===== src/rtl/wb_core_2_master.sv =====
// Single-outstanding Wishbone pipelined master: command in, one bus cycle, one response out.
// Optional watchdog enabled by defining WB_CORE_2_MASTER_TIMEOUT_EN.
module wb_core_2_master #(
    parameter int ADDR_WIDTH     = 16,
    parameter int DATA_WIDTH     = 32,
    parameter int TIMEOUT_CYCLES = 255
) (
    input  logic                  clk_i,
    input  logic                  rst_i,
    input  logic                  cmd_valid_i,
    output logic                  cmd_ready_o,
    input  logic                  cmd_we_i,
    input  logic [ADDR_WIDTH-1:0] cmd_adr_i,
    input  logic [DATA_WIDTH-1:0] cmd_dat_i,
    output logic                  rsp_valid_o,
    input  logic                  rsp_ready_i,
    output logic [DATA_WIDTH-1:0] rsp_dat_o,
    output logic                  rsp_err_o,
    output logic                  rsp_timeout_o,
    output logic                  cyc_o,
    output logic                  stb_o,
    output logic                  we_o,
    output logic [ADDR_WIDTH-1:0] adr_o,
    output logic [DATA_WIDTH-1:0] dat_o,
    input  logic [DATA_WIDTH-1:0] dat_i,
    input  logic                  ack_i,
    input  logic                  err_i,
    input  logic                  stall_i
);

    typedef enum logic [1:0] {
        ST_IDLE = 2'd0,
        ST_REQ  = 2'd1,
        ST_WAIT = 2'd2,
        ST_RESP = 2'd3
    } state_t;

    if ((TIMEOUT_CYCLES < 1) || (TIMEOUT_CYCLES > 65535)) begin : g_timeout_range
        $error("wb_core_2_master: TIMEOUT_CYCLES must be in 1..65535");
    end

    state_t                  state_r;
    logic                    ready_r;
    logic                    cyc_r;
    logic                    stb_r;
    logic                    we_r;
    logic [ADDR_WIDTH-1:0]   adr_r;
    logic [DATA_WIDTH-1:0]   dat_r;
    logic                    rsp_valid_r;
    logic [DATA_WIDTH-1:0]   rsp_dat_r;
    logic                    rsp_err_r;
    logic                    rsp_timeout_r;

    logic                    cmd_fire_s;
    logic                    in_bus_s;
    logic                    done_s;
    logic [DATA_WIDTH-1:0]   rsp_dat_s;
    logic                    expire_s;

    // Ready is also gated by rst_i so it reads 0 for the whole time reset is held.
    assign cmd_ready_o   = ready_r & ~rst_i;
    assign cmd_fire_s    = cmd_valid_i & cmd_ready_o;

    // Completion qualification: slave returns count only while the strobe has been (or is being) accepted.
    always_comb begin
        in_bus_s  = cyc_r & ((state_r == ST_WAIT) | ((state_r == ST_REQ) & ~stall_i));
        done_s    = in_bus_s & (ack_i | err_i);
        if (!we_r && ack_i && !err_i) begin
            rsp_dat_s = dat_i;
        end else begin
            rsp_dat_s = {DATA_WIDTH{1'b0}};
        end
    end

`ifdef WB_CORE_2_MASTER_TIMEOUT_EN
    localparam logic [15:0] TIMEOUT_L = 16'(TIMEOUT_CYCLES);
    logic [15:0] wdog_r;

    // Watchdog: counts cycles spent in REQ/WAIT since the command was launched.
    always_ff @(posedge clk_i) begin
        if (rst_i) begin
            wdog_r <= 16'd0;
        end else if (cmd_fire_s) begin
            wdog_r <= 16'd0;
        end else if ((state_r == ST_REQ) || (state_r == ST_WAIT)) begin
            wdog_r <= wdog_r + 16'd1;
        end else begin
            wdog_r <= wdog_r;
        end
    end

    assign expire_s = ((state_r == ST_REQ) || (state_r == ST_WAIT)) &&
                      (wdog_r == (TIMEOUT_L - 16'd1));
`else
    assign expire_s = 1'b0;
`endif

    // Main transaction FSM with all bus and response outputs registered.
    always_ff @(posedge clk_i) begin
        if (rst_i) begin
            state_r       <= ST_IDLE;
            ready_r       <= 1'b1;
            cyc_r         <= 1'b0;
            stb_r         <= 1'b0;
            we_r          <= 1'b0;
            adr_r         <= {ADDR_WIDTH{1'b0}};
            dat_r         <= {DATA_WIDTH{1'b0}};
            rsp_valid_r   <= 1'b0;
            rsp_dat_r     <= {DATA_WIDTH{1'b0}};
            rsp_err_r     <= 1'b0;
            rsp_timeout_r <= 1'b0;
        end else begin
            case (state_r)
                ST_IDLE: begin
                    if (cmd_fire_s) begin
                        state_r <= ST_REQ;
                        ready_r <= 1'b0;
                        cyc_r   <= 1'b1;
                        stb_r   <= 1'b1;
                        we_r    <= cmd_we_i;
                        adr_r   <= cmd_adr_i;
                        dat_r   <= cmd_dat_i;
                    end
                end
                ST_REQ, ST_WAIT: begin
                    // A real ack/err beats a watchdog expiry landing in the same cycle.
                    if (done_s) begin
                        state_r       <= ST_RESP;
                        cyc_r         <= 1'b0;
                        stb_r         <= 1'b0;
                        rsp_valid_r   <= 1'b1;
                        rsp_dat_r     <= rsp_dat_s;
                        rsp_err_r     <= err_i;
                        rsp_timeout_r <= 1'b0;
                    end else if (expire_s) begin
                        state_r       <= ST_RESP;
                        cyc_r         <= 1'b0;
                        stb_r         <= 1'b0;
                        rsp_valid_r   <= 1'b1;
                        rsp_dat_r     <= {DATA_WIDTH{1'b0}};
                        rsp_err_r     <= 1'b1;
                        rsp_timeout_r <= 1'b1;
                    end else if ((state_r == ST_REQ) && !stall_i) begin
                        state_r <= ST_WAIT;
                        stb_r   <= 1'b0;
                    end
                end
                ST_RESP: begin
                    if (rsp_ready_i) begin
                        state_r       <= ST_IDLE;
                        ready_r       <= 1'b1;
                        rsp_valid_r   <= 1'b0;
                        rsp_dat_r     <= {DATA_WIDTH{1'b0}};
                        rsp_err_r     <= 1'b0;
                        rsp_timeout_r <= 1'b0;
                    end
                end
                default: begin
                    state_r     <= ST_IDLE;
                    ready_r     <= 1'b1;
                    cyc_r       <= 1'b0;
                    stb_r       <= 1'b0;
                    rsp_valid_r <= 1'b0;
                end
            endcase
        end
    end

    assign cyc_o         = cyc_r;
    assign stb_o         = stb_r;
    assign we_o          = we_r;
    assign adr_o         = adr_r;
    assign dat_o         = dat_r;
    assign rsp_valid_o   = rsp_valid_r;
    assign rsp_dat_o     = rsp_dat_r;
    assign rsp_err_o     = rsp_err_r;
    assign rsp_timeout_o = rsp_timeout_r;

endmodule


===== config.mk =====
export PLATFORM = sky130hd
export DESIGN_NAME = wb_core_2_master
export DESIGN_NICKNAME = d
export VERILOG_FILES = /design/src/rtl/wb_core_2_master.sv
export SDC_FILE = /design/constraint.sdc
export NUM_CORES = 1
export LEC_CHECK = 0
export ABC_AREA = 1
export CAP_MARGIN = 30
export CORE_MARGIN = 2
export CORE_UTILIZATION = 67
export DETAILED_ROUTE_END_ITERATION = 6
export DONT_BUFFER_PORTS = 1
export PLACE_DENSITY = 0.83
export SYNTH_ARGS = -nofsm -noshare
export SYNTH_HDL_FRONTEND = slang
export SYNTH_SLANG_ARGS = --single-unit
export TNS_END_PERCENT = 30

===== constraint.sdc =====
create_clock -name clk_i -period 3.9 [get_ports clk_i]
set_clock_uncertainty 0.05 [all_clocks]
set_input_delay 1.17 -clock clk_i [delete_from_list [all_inputs] [get_ports clk_i]]
set_output_delay 1.17 -clock clk_i [all_outputs]
set_load 0.02 [all_outputs]

==> results of run 1 <==
layout make-up:
class / count / area (sq um) / share of cell area
clock inverter: 7 / 77.57 / 0.02085
inverter: 44 / 165.2 / 0.04440
tap: 70 / 87.58 / 0.02355
multi-input combinational: 320 / 1474 / 0.3962
sequential: 88 / 1762 / 0.4736
timing repair buffer: 4 / 30.03 / 0.008073
clock buffer: 9 / 123.9 / 0.03330
through the flow:
stage / instances / cell area (sq um) / power, mW / setup WS (ns)
2_1_floorplan: 488 / 3578 / 1.837 / 1.276
3_3_place_gp: 526 / 3518 / 1.894 / 1.262
3_5_place_dp: 526 / 3518 / 1.907 / 1.245
4_1_cts: 542 / 3720 / 2.527 / 1.246
5_1_grt: 542 / 3720 / 2.662 / 1.240
6_report: 542 / 3720 / 2.512 / 1.250
worst paths after layout:
kind	slack (ns)	cells after the start	to	start
worst min-delay path	0.48	2	state_r[1]	state_r[1]
worst min register to register	0.48	2	state_r[1]	state_r[1]
worst max-delay path	1.25	1	cmd_ready_o	rst_i
worst max register to register	1.60	7	rsp_dat_o[15]	state_r[0]
logic make-up after synthesis:
family	share of synthesized area
DFF	0.4923
AOI/OAI and AO/OA	0.1315
and+or+nand+nor	0.2654
buffers and inverters	0.09580
other	0.001048
adders and majority gates	0.01399
flip-flops by register name, summed over array words and instances, names as in the netlist:
| signal | cells |
|---|---|
| dat_o | 32 |
| rsp_dat_o | 32 |
| adr_o | 16 |
| state_r | 2 |
| cyc_o | 1 |
| ready_r | 1 |
| rsp_err_o | 1 |
| rsp_valid_o | 1 |
| stb_o | 1 |
| we_o | 1 |
layout by cell type (no fill, tap or decap), drive strengths merged:
master and count:
o21bai 1, clkinv 3, dfxtp 88, a21oi 87, inv 46, nand2 144, nor2 9, ha 4
clkinvlp 1, bufinv 1, clkbuf 9, o21ai 4, nand3 36, o211ai 1, nor3 32, conb 1
buf 4, nand3b 1
cell usage after synthesis:
library cell  instances  area, sq um
nand3b_1              1        7.510
nor2_2                2        12.51
inv_1                42        157.7
a21oi_1              87        435.4
clkbuf_1             19        71.32
nor2_1                6        22.52
nand2_1             142        533.0
dfxtp_1              88         1762
o21ai_0               4        20.02
inv_2                 2        7.510
nand3_1              35        175.2
buf_4                 4        30.03
nand2_2               1        6.260
buf_1                 1        3.750
nor2_4                1        11.26
nand3_2               1        10.01
buf_2                10        50.05
buf_6                 2        22.52
ha_1                  4        50.05
conb_1                1        3.750
nor3_1               32        160.2
o21bai_1              1        7.510
nand2_4               1        11.26
o211ai_1              1        7.510
power by group through the flow:
stage | clock, mW | sequential [mW] | combinational [mW]
final | 0.628 | 1.18 | 0.708
after global routing | 0.671 | 1.19 | 0.803
after detailed placement | 0 | 1.20 | 0.708
after CTS | 0.639 | 1.18 | 0.711
after floorplan | 0 | 1.18 | 0.661
after global placement | 0 | 1.20 | 0.698
layer usage:
| metal | global-route usage | vias to the layer above |
|---|---|---|
| li1 | - | 1517 |
| met1 | 0.3250 | 1306 |
| met2 | 0.4184 | 125 |
| met3 | 0.08941 | 8 |
| met4 | 0.09821 | 0 |
| met5 | 0 | - |
==> impl_metrics.env, run 1 <==
export IMPL_outcome="completed"
export IMPL_die_area_sq_mm=0.005941
export IMPL_cp_cell_sequence="nor2_2"
export IMPL_wl_met2_um=3801
export IMPL_antenna_found_initial=0
export IMPL_cp_top_family="simple AND/OR/NAND/NOR gates"
export IMPL_finalSetupTns_ns=0
export IMPL_cts_setup_buffers=0
export IMPL_grt_pass1_vias=2707
export IMPL_via_count=2956
export IMPL_p_leak_nw=1.407
export IMPL_critical_path_buf_inv_count=0
export IMPL_intPower_mw=1.483
export IMPL_syn_instance_count=488
export IMPL_detail_route_antenna_nets=0
export IMPL_grt_usage=0.2606
export IMPL_cts_clk_slew_worst_paths_ns=0.09
export IMPL_routed_wl_um=7859
export IMPL_root_buffer="clkbuf_8"
export IMPL_clkPwrFrac=0.250
export IMPL_io_pins=175
export IMPL_tightest_slew_ns=0.7433
export IMPL_dpl_hpwl_um=5251
export IMPL_initial_core_util=0.6962
export IMPL_drive_gt1_frac=0.05932
export IMPL_insertion_delay_ns=0.33
export IMPL_die_w_um=77.08
export IMPL_power_density_mw_per_mm2=675.3
export IMPL_min_period_ns=2.650
export IMPL_switching_power_mw=1.029
export IMPL_crit_path_end_kind="primary output"
export IMPL_synth_avg_cell_area_sq_um=7.333
export IMPL_ys_seq_area_frac=0.4923
export IMPL_ir_drop_mv=0.4774
export IMPL_area_growth_pct=3.951
export IMPL_startpoint_type="input port"
export IMPL_holdCritPathClass="flop to flop"
export IMPL_slew_headroom=0.5033
export IMPL_overflow=0
export IMPL_num_fill_cells=448
export IMPL_grt_pass1_wl_um=12680
export IMPL_seqPwrFrac=0.468
export IMPL_clk_path_buf_depth=2
export IMPL_slowest_stage="nor2_2"
export IMPL_utilization=0.7237
export IMPL_wl_met1_um=3232
export IMPL_finalMaxSlewViolations=0
export IMPL_setup_viol=0
export IMPL_fin_nets=559
export IMPL_synthDistinctLibCells=24
export IMPL_rows=26
export IMPL_h_tree_depth=3
export IMPL_max_cap_viol_count=0
export IMPL_p_sw_frac=0.4096
export IMPL_synth_seq_cells=88
export IMPL_hold_slack_ns=0.4826
export IMPL_cts_tree="yes"
export IMPL_io_buffers=0
export IMPL_crit_arrival_ns=1.43
export IMPL_drc=0
export IMPL_ctsResizeCount=0
export IMPL_finalCritPeriodShare=0.6795
export IMPL_cts_sinks=88
export IMPL_route_met3_wl_um=730
export IMPL_p_comb_frac=0.282
export IMPL_cts_buffers=9
export IMPL_crit_type="input port to primary output"
export IMPL_die_h_um=77.08
export IMPL_cp_required_ns=2.68
export IMPL_synth_nets=580
export IMPL_core_sq_mm=0.005140
export IMPL_gp_congestion=0.7790
export IMPL_max_clock_freq_mhz=377.3
export IMPL_rsz0062_at_grt="no"
export IMPL_cp_max_fo=86
export IMPL_dr_pass1_iters=4
export IMPL_hold_violations=0
export IMPL_top_layer="met4"
export IMPL_drtIter0Drc=138
export IMPL_drt_wirelength_per_cell_um=14.50
export IMPL_postCtsHoldBufs=0
export IMPL_avgViaCountPerCell=5.454
export IMPL_syn_area_sq_mm=0.003578
export IMPL_antennaDiodeCount=0
export IMPL_grt_max_degree=87
export IMPL_max_stage_delay_ns=0.25
export IMPL_yosysWarnings=0
Note: power is estimated with default switching activity, not from simulation.
==> run 2: changes to the inputs <==
--- a/config.mk
+++ b/config.mk
@@ -8,10 +8,10 @@
 export ABC_AREA = 1
 export CAP_MARGIN = 30
 export CORE_MARGIN = 2
-export CORE_UTILIZATION = 67
+export CORE_UTILIZATION = 56
 export DETAILED_ROUTE_END_ITERATION = 6
 export DONT_BUFFER_PORTS = 1
-export PLACE_DENSITY = 0.83
+export PLACE_DENSITY = 0.74
 export SYNTH_ARGS = -nofsm -noshare
 export SYNTH_HDL_FRONTEND = slang
 export SYNTH_SLANG_ARGS = --single-unit
==> constraint.sdc (replaced) <==
create_clock -name clk_i -period 2.32 [get_ports clk_i]
set_clock_uncertainty 0.05 [all_clocks]
set_input_delay 0.696 -clock clk_i [delete_from_list [all_inputs] [get_ports clk_i]]
set_output_delay 0.696 -clock clk_i [all_outputs]
set_load 0.02 [all_outputs]
==> impl_metrics.env, run 2 (synthesis gave the netlist of run 1 again) <==
export IMPL_antennaDiodeCount=0
export IMPL_antenna_found_initial=0
export IMPL_crit_type="flop to flop"
export IMPL_insertion_delay_ns=0.35
export IMPL_die_h_um=83.94
export IMPL_finalSetupTns_ns=0
export IMPL_crit_path_end_kind="flop"
export IMPL_finalWorstSetupSlack_ns=0.4246
export IMPL_clk_path_buf_depth=2
export IMPL_setup_viol=0
export IMPL_holdCritPathClass="input port to flop"
export IMPL_fin_cells=553
export IMPL_cts_tree="yes"
export IMPL_routed_wl_um=8036
export IMPL_overflow=0
export IMPL_core_sq_mm=0.006277
export IMPL_gp_congestion=0.8108
export IMPL_startpoint_type="flop"
export IMPL_finalPower_mw=4.372
export IMPL_drt_wirelength_per_cell_um=14.53
export IMPL_h_tree_depth=3
export IMPL_utilization=0.6018
export IMPL_placed_cells=537
export IMPL_avgViaCountPerCell=5.552
export IMPL_cts_clk_slew_worst_paths_ns=0.09
export IMPL_final_cell_mix="nand2_1, dfxtp_1, a21oi_1"
export IMPL_finalMaxSlewViolations=0
export IMPL_power_density_mw_per_mm2=1157
export IMPL_clkPwrFrac=0.263
export IMPL_switching_power_mw=1.743
export IMPL_final_common_cell="nand2_1"
export IMPL_drtIter0Drc=137
export IMPL_outcome="completed"
export IMPL_io_buffers=0
export IMPL_postCtsHoldBufs=0
export IMPL_cp_required_ns=2.54
export IMPL_cp_max_fo=23
export IMPL_via_count=3070
export IMPL_min_period_ns=1.895
export IMPL_dpl_hpwl_um=5498
export IMPL_rows=29
export IMPL_p_comb_frac=0.285
export IMPL_p_sw_frac=0.3988
export IMPL_fin_nets=563
export IMPL_cts_buffers=9
export IMPL_area_growth_pct=5.559
export IMPL_cts_sinks=88
export IMPL_dpl_cell_area_sq_mm=0.003557
export IMPL_initial_core_util=0.5701
export IMPL_hold_violations=0
export IMPL_ir_drop_mv=0.8919
export IMPL_intPower_mw=2.629
export IMPL_num_fill_cells=609
export IMPL_hold_slack_ns=0.3478
export IMPL_rsz0062_at_grt="no"
export IMPL_root_buffer="clkbuf_8"
export IMPL_max_clock_freq_mhz=527.6
export IMPL_drive_gt1_frac=0.06513
export IMPL_cts_setup_buffers=0
export IMPL_seqPwrFrac=0.452
export IMPL_drc=0
export IMPL_die_w_um=83.94
export IMPL_grt_max_degree=87
export IMPL_max_cap_viol_count=0
export IMPL_io_pins=175
export IMPL_dr_pass1_iters=4
export IMPL_grt_pass1_vias=2860
export IMPL_ctsResizeCount=0
export IMPL_grt_pass1_wl_um=12690
export IMPL_die_area_sq_mm=0.007045
export IMPL_place_ws_ns=0.4403
export IMPL_crit_arrival_ns=2.12
export IMPL_detail_route_antenna_nets=0
export IMPL_regToRegSetupSlack_ns=0.42
export IMPL_grt_usage=0.2216
export IMPL_final_area_sq_mm=0.003777
export IMPL_p_leak_nw=1.429
export IMPL_finalCritPeriodShare=0.8170
-- run 2: cell types whose count changed in the layout (fill, tap and decap cells not counted) --
| cell | change |
|---|---|
| buf_4 | +4 |
| bufinv_16 | +1 |
| clkbuf_1 | +1 |
| clkinv_2 | -1 |
| clkinv_4 | -1 |
| clkinvlp_4 | +1 |
| inv_6 | -1 |
-- run 2: layout make-up --
class | count | area, sq um | share of cell area
multi-input cells | 320 | 1474 | 0.3902
well taps | 77 | 96.34 | 0.02551
clock inverters | 6 | 92.59 | 0.02451
repair buffers | 8 | 60.06 | 0.01590
flip-flops and latches | 88 | 1762 | 0.4664
inverters | 44 | 165.2 | 0.04372
clock buffers | 10 | 127.6 | 0.03379
-- run 2: power by group through the flow --
stage          clock network, mW  registers (mW)  logic (mW)
2_1_floorplan                  0            1.98        1.11
6_report                    1.15            1.98        1.25
5_1_grt                     1.23            2.00        1.39
4_1_cts                     1.18            1.98        1.25
3_5_place_dp                   0            2.01        1.24
3_3_place_gp                   0            2.01        1.21
-- run 2: critical path: stages (launching register included) --
cell and delay, ns:
dfxtp_1 0.37, inv_1 0.09, ha_1 0.37, nor2_1 0.11, nor2_4 0.27, buf_4 0.32, nand3_1 0.11, a21oi_1 0.14
-- run 2: per-layer routing --
layer | global-route usage | share of wire | wire (um) | vias to the layer above
met5 | 0 | 0 | 0 | -
met4 | 0.1129 | 0.027 | 216 | 0
met3 | 0.09001 | 0.10 | 818 | 18
met2 | 0.3745 | 0.48 | 3849 | 124
met1 | 0.2381 | 0.39 | 3151 | 1399
li1 | - | - | - | 1529
-- run 2: final timing paths --
path	start	end	depth (start not counted)
max reg2reg	state_r[1]	rsp_dat_o[28]	7
max	state_r[1]	rsp_dat_o[28]	7
min reg2reg	ready_r	ready_r	2
min	rst_i	dat_o[16]	1
==> RTL edit, RTL diff (settings of run 2) <==
The parameter `DATA_WIDTH` goes from 32 to 36.
--- a/src/rtl/wb_core_2_master.sv
+++ b/src/rtl/wb_core_2_master.sv
@@ -4,3 +4,3 @@
     parameter int ADDR_WIDTH     = 16,
-    parameter int DATA_WIDTH     = 32,
+    parameter int DATA_WIDTH     = 36,
     parameter int TIMEOUT_CYCLES = 255
Interface: changed (resized cmd_dat_i, dat_i, dat_o and rsp_dat_o); port bits go from 175 to 191. The function was not compared with the original's and may differ.
==> RTL edit against run 2 <==
  * Global-route usage is 1.1 points lower
  * Sequential cell count is 8 higher
  * Clock power is 10% lower
  * Setup slack worse by 0.054 ns
  * Design area is 12% higher
  * First-iteration DRC count is 13% lower
  * Critical path type unchanged
  * Non-clock buffer count is 1 higher
  * Cell count is 11% higher
  * Total power is 7.6% higher
  * Synthesized area is 14% higher
  * Wire length is 13% higher
==> RTL edit: results (changes against run 2) <==
CP max stage cell=ha_1 (was dfxtp_1); placed cell count=600 (was 537); data arrival time of the worst path=2.19 ns (was 2.12 ns); synth top area cells=dfxtp_1, nand2_1, a21oi_1, nand3_1, nor3_1 (unchanged); met1 WL=3720 µm (was 3150 µm); Avg Cell Area, Syn=7.70 µm² (was 7.33 µm²); overall routing resource usage=21.1% (was 22.2%); number of fill cells=643 (was 609); Synth Net Count=632 (was 580); synth unique cells=26 (was 24); initial DRC count=119 (was 137); Pleak=1.56 nW (was 1.43 nW); placed cell area=0.00406 mm² (was 0.00356 mm²); layout cells sized above 1=14.3% (was 6.51%); Commonest cells post-synth=nand2_1, dfxtp_1, a21oi_1 (unchanged); largest net degree at the start of global routing=95 (was 87); Reg clk slew, reported paths=0.11 ns (was 0.09 ns); dpl hpwl=6280 µm (was 5500 µm); Routed WL=9100 µm (was 8040 µm); vias in the first global route=2861 (was 2860); total number of vias=3287 (was 3070); met3 routed WL=1010 µm (was 818 µm); area of the die=0.00801 mm² (was 0.00705 mm²); status=finished, final reports clean (unchanged); Place WS=0.386 ns (was 0.440 ns); NumNets Final=612 (was 563); sequential element share of the synthesized area=46.9% (was 49.2%); Psw=0.00203 W (was 0.00174 W); Finished Layout Cells=616 (was 553); GPL Wtd Cong=0.905 (was 0.811)
-- RTL edit: cell types whose count changed after synthesis, sizes merged, moves of 8 or more --
cell / before / now
dfxtp: 88 / 96
clkbuf: 19 / 11
nand2: 144 / 156
buf: 17 / 29
a21oi: 87 / 95
-- RTL edit: final timing paths --
| check | from | end | cells after the start | slack (ns) |
|---|---|---|---|---|
| setup / recovery | state_r[0] | rsp_dat_o[8] | 7 | 0.37 |
| hold / removal | rst_i | dat_o[30] | 1 | 0.35 |
| setup reg to reg | state_r[0] | rsp_dat_o[8] | 7 | 0.37 |
| hold reg to reg | state_r[1] | state_r[1] | 2 | 0.49 |
-- RTL edit: layer usage --
| metal | GRT usage (%) | vias up |
|---|---|---|
| met5 | 0 | - |
| met4 | 9.63 | 0 |
| met3 | 7.76 | 17 |
| met2 | 33.4 | 163 |
| met1 | 25.6 | 1446 |
| li1 | - | 1661 |
-- RTL edit: cells by family after synthesis --
group	share of synthesized area (%)
compound gates	14.3
fa+ha+maj	1.22
buf+inv	10.5
flops	46.9
other cells	0.0916
simple gates	27.0
-- RTL edit: cell type report --
cell class	count	area share [%]
clock buffers	9	2.92
clock inverters	7	1.59
inverters	48	4.24
multi-input cells	348	41.2
flip-flops and latches	96	45.3
well taps	99	2.92
repair buffers	9	1.89
-- RTL edit: power groups by stage --
stage,combinational [W],clock (W),sequential (W)
global route,0.00168,0.00112,0.00219
finish,0.00151,0.00103,0.00216
CTS,0.00152,0.00105,0.00216
floorplan,0.00152,0,0.00216
detailed placement,0.00152,0,0.00220
global placement,0.00147,0,0.00220
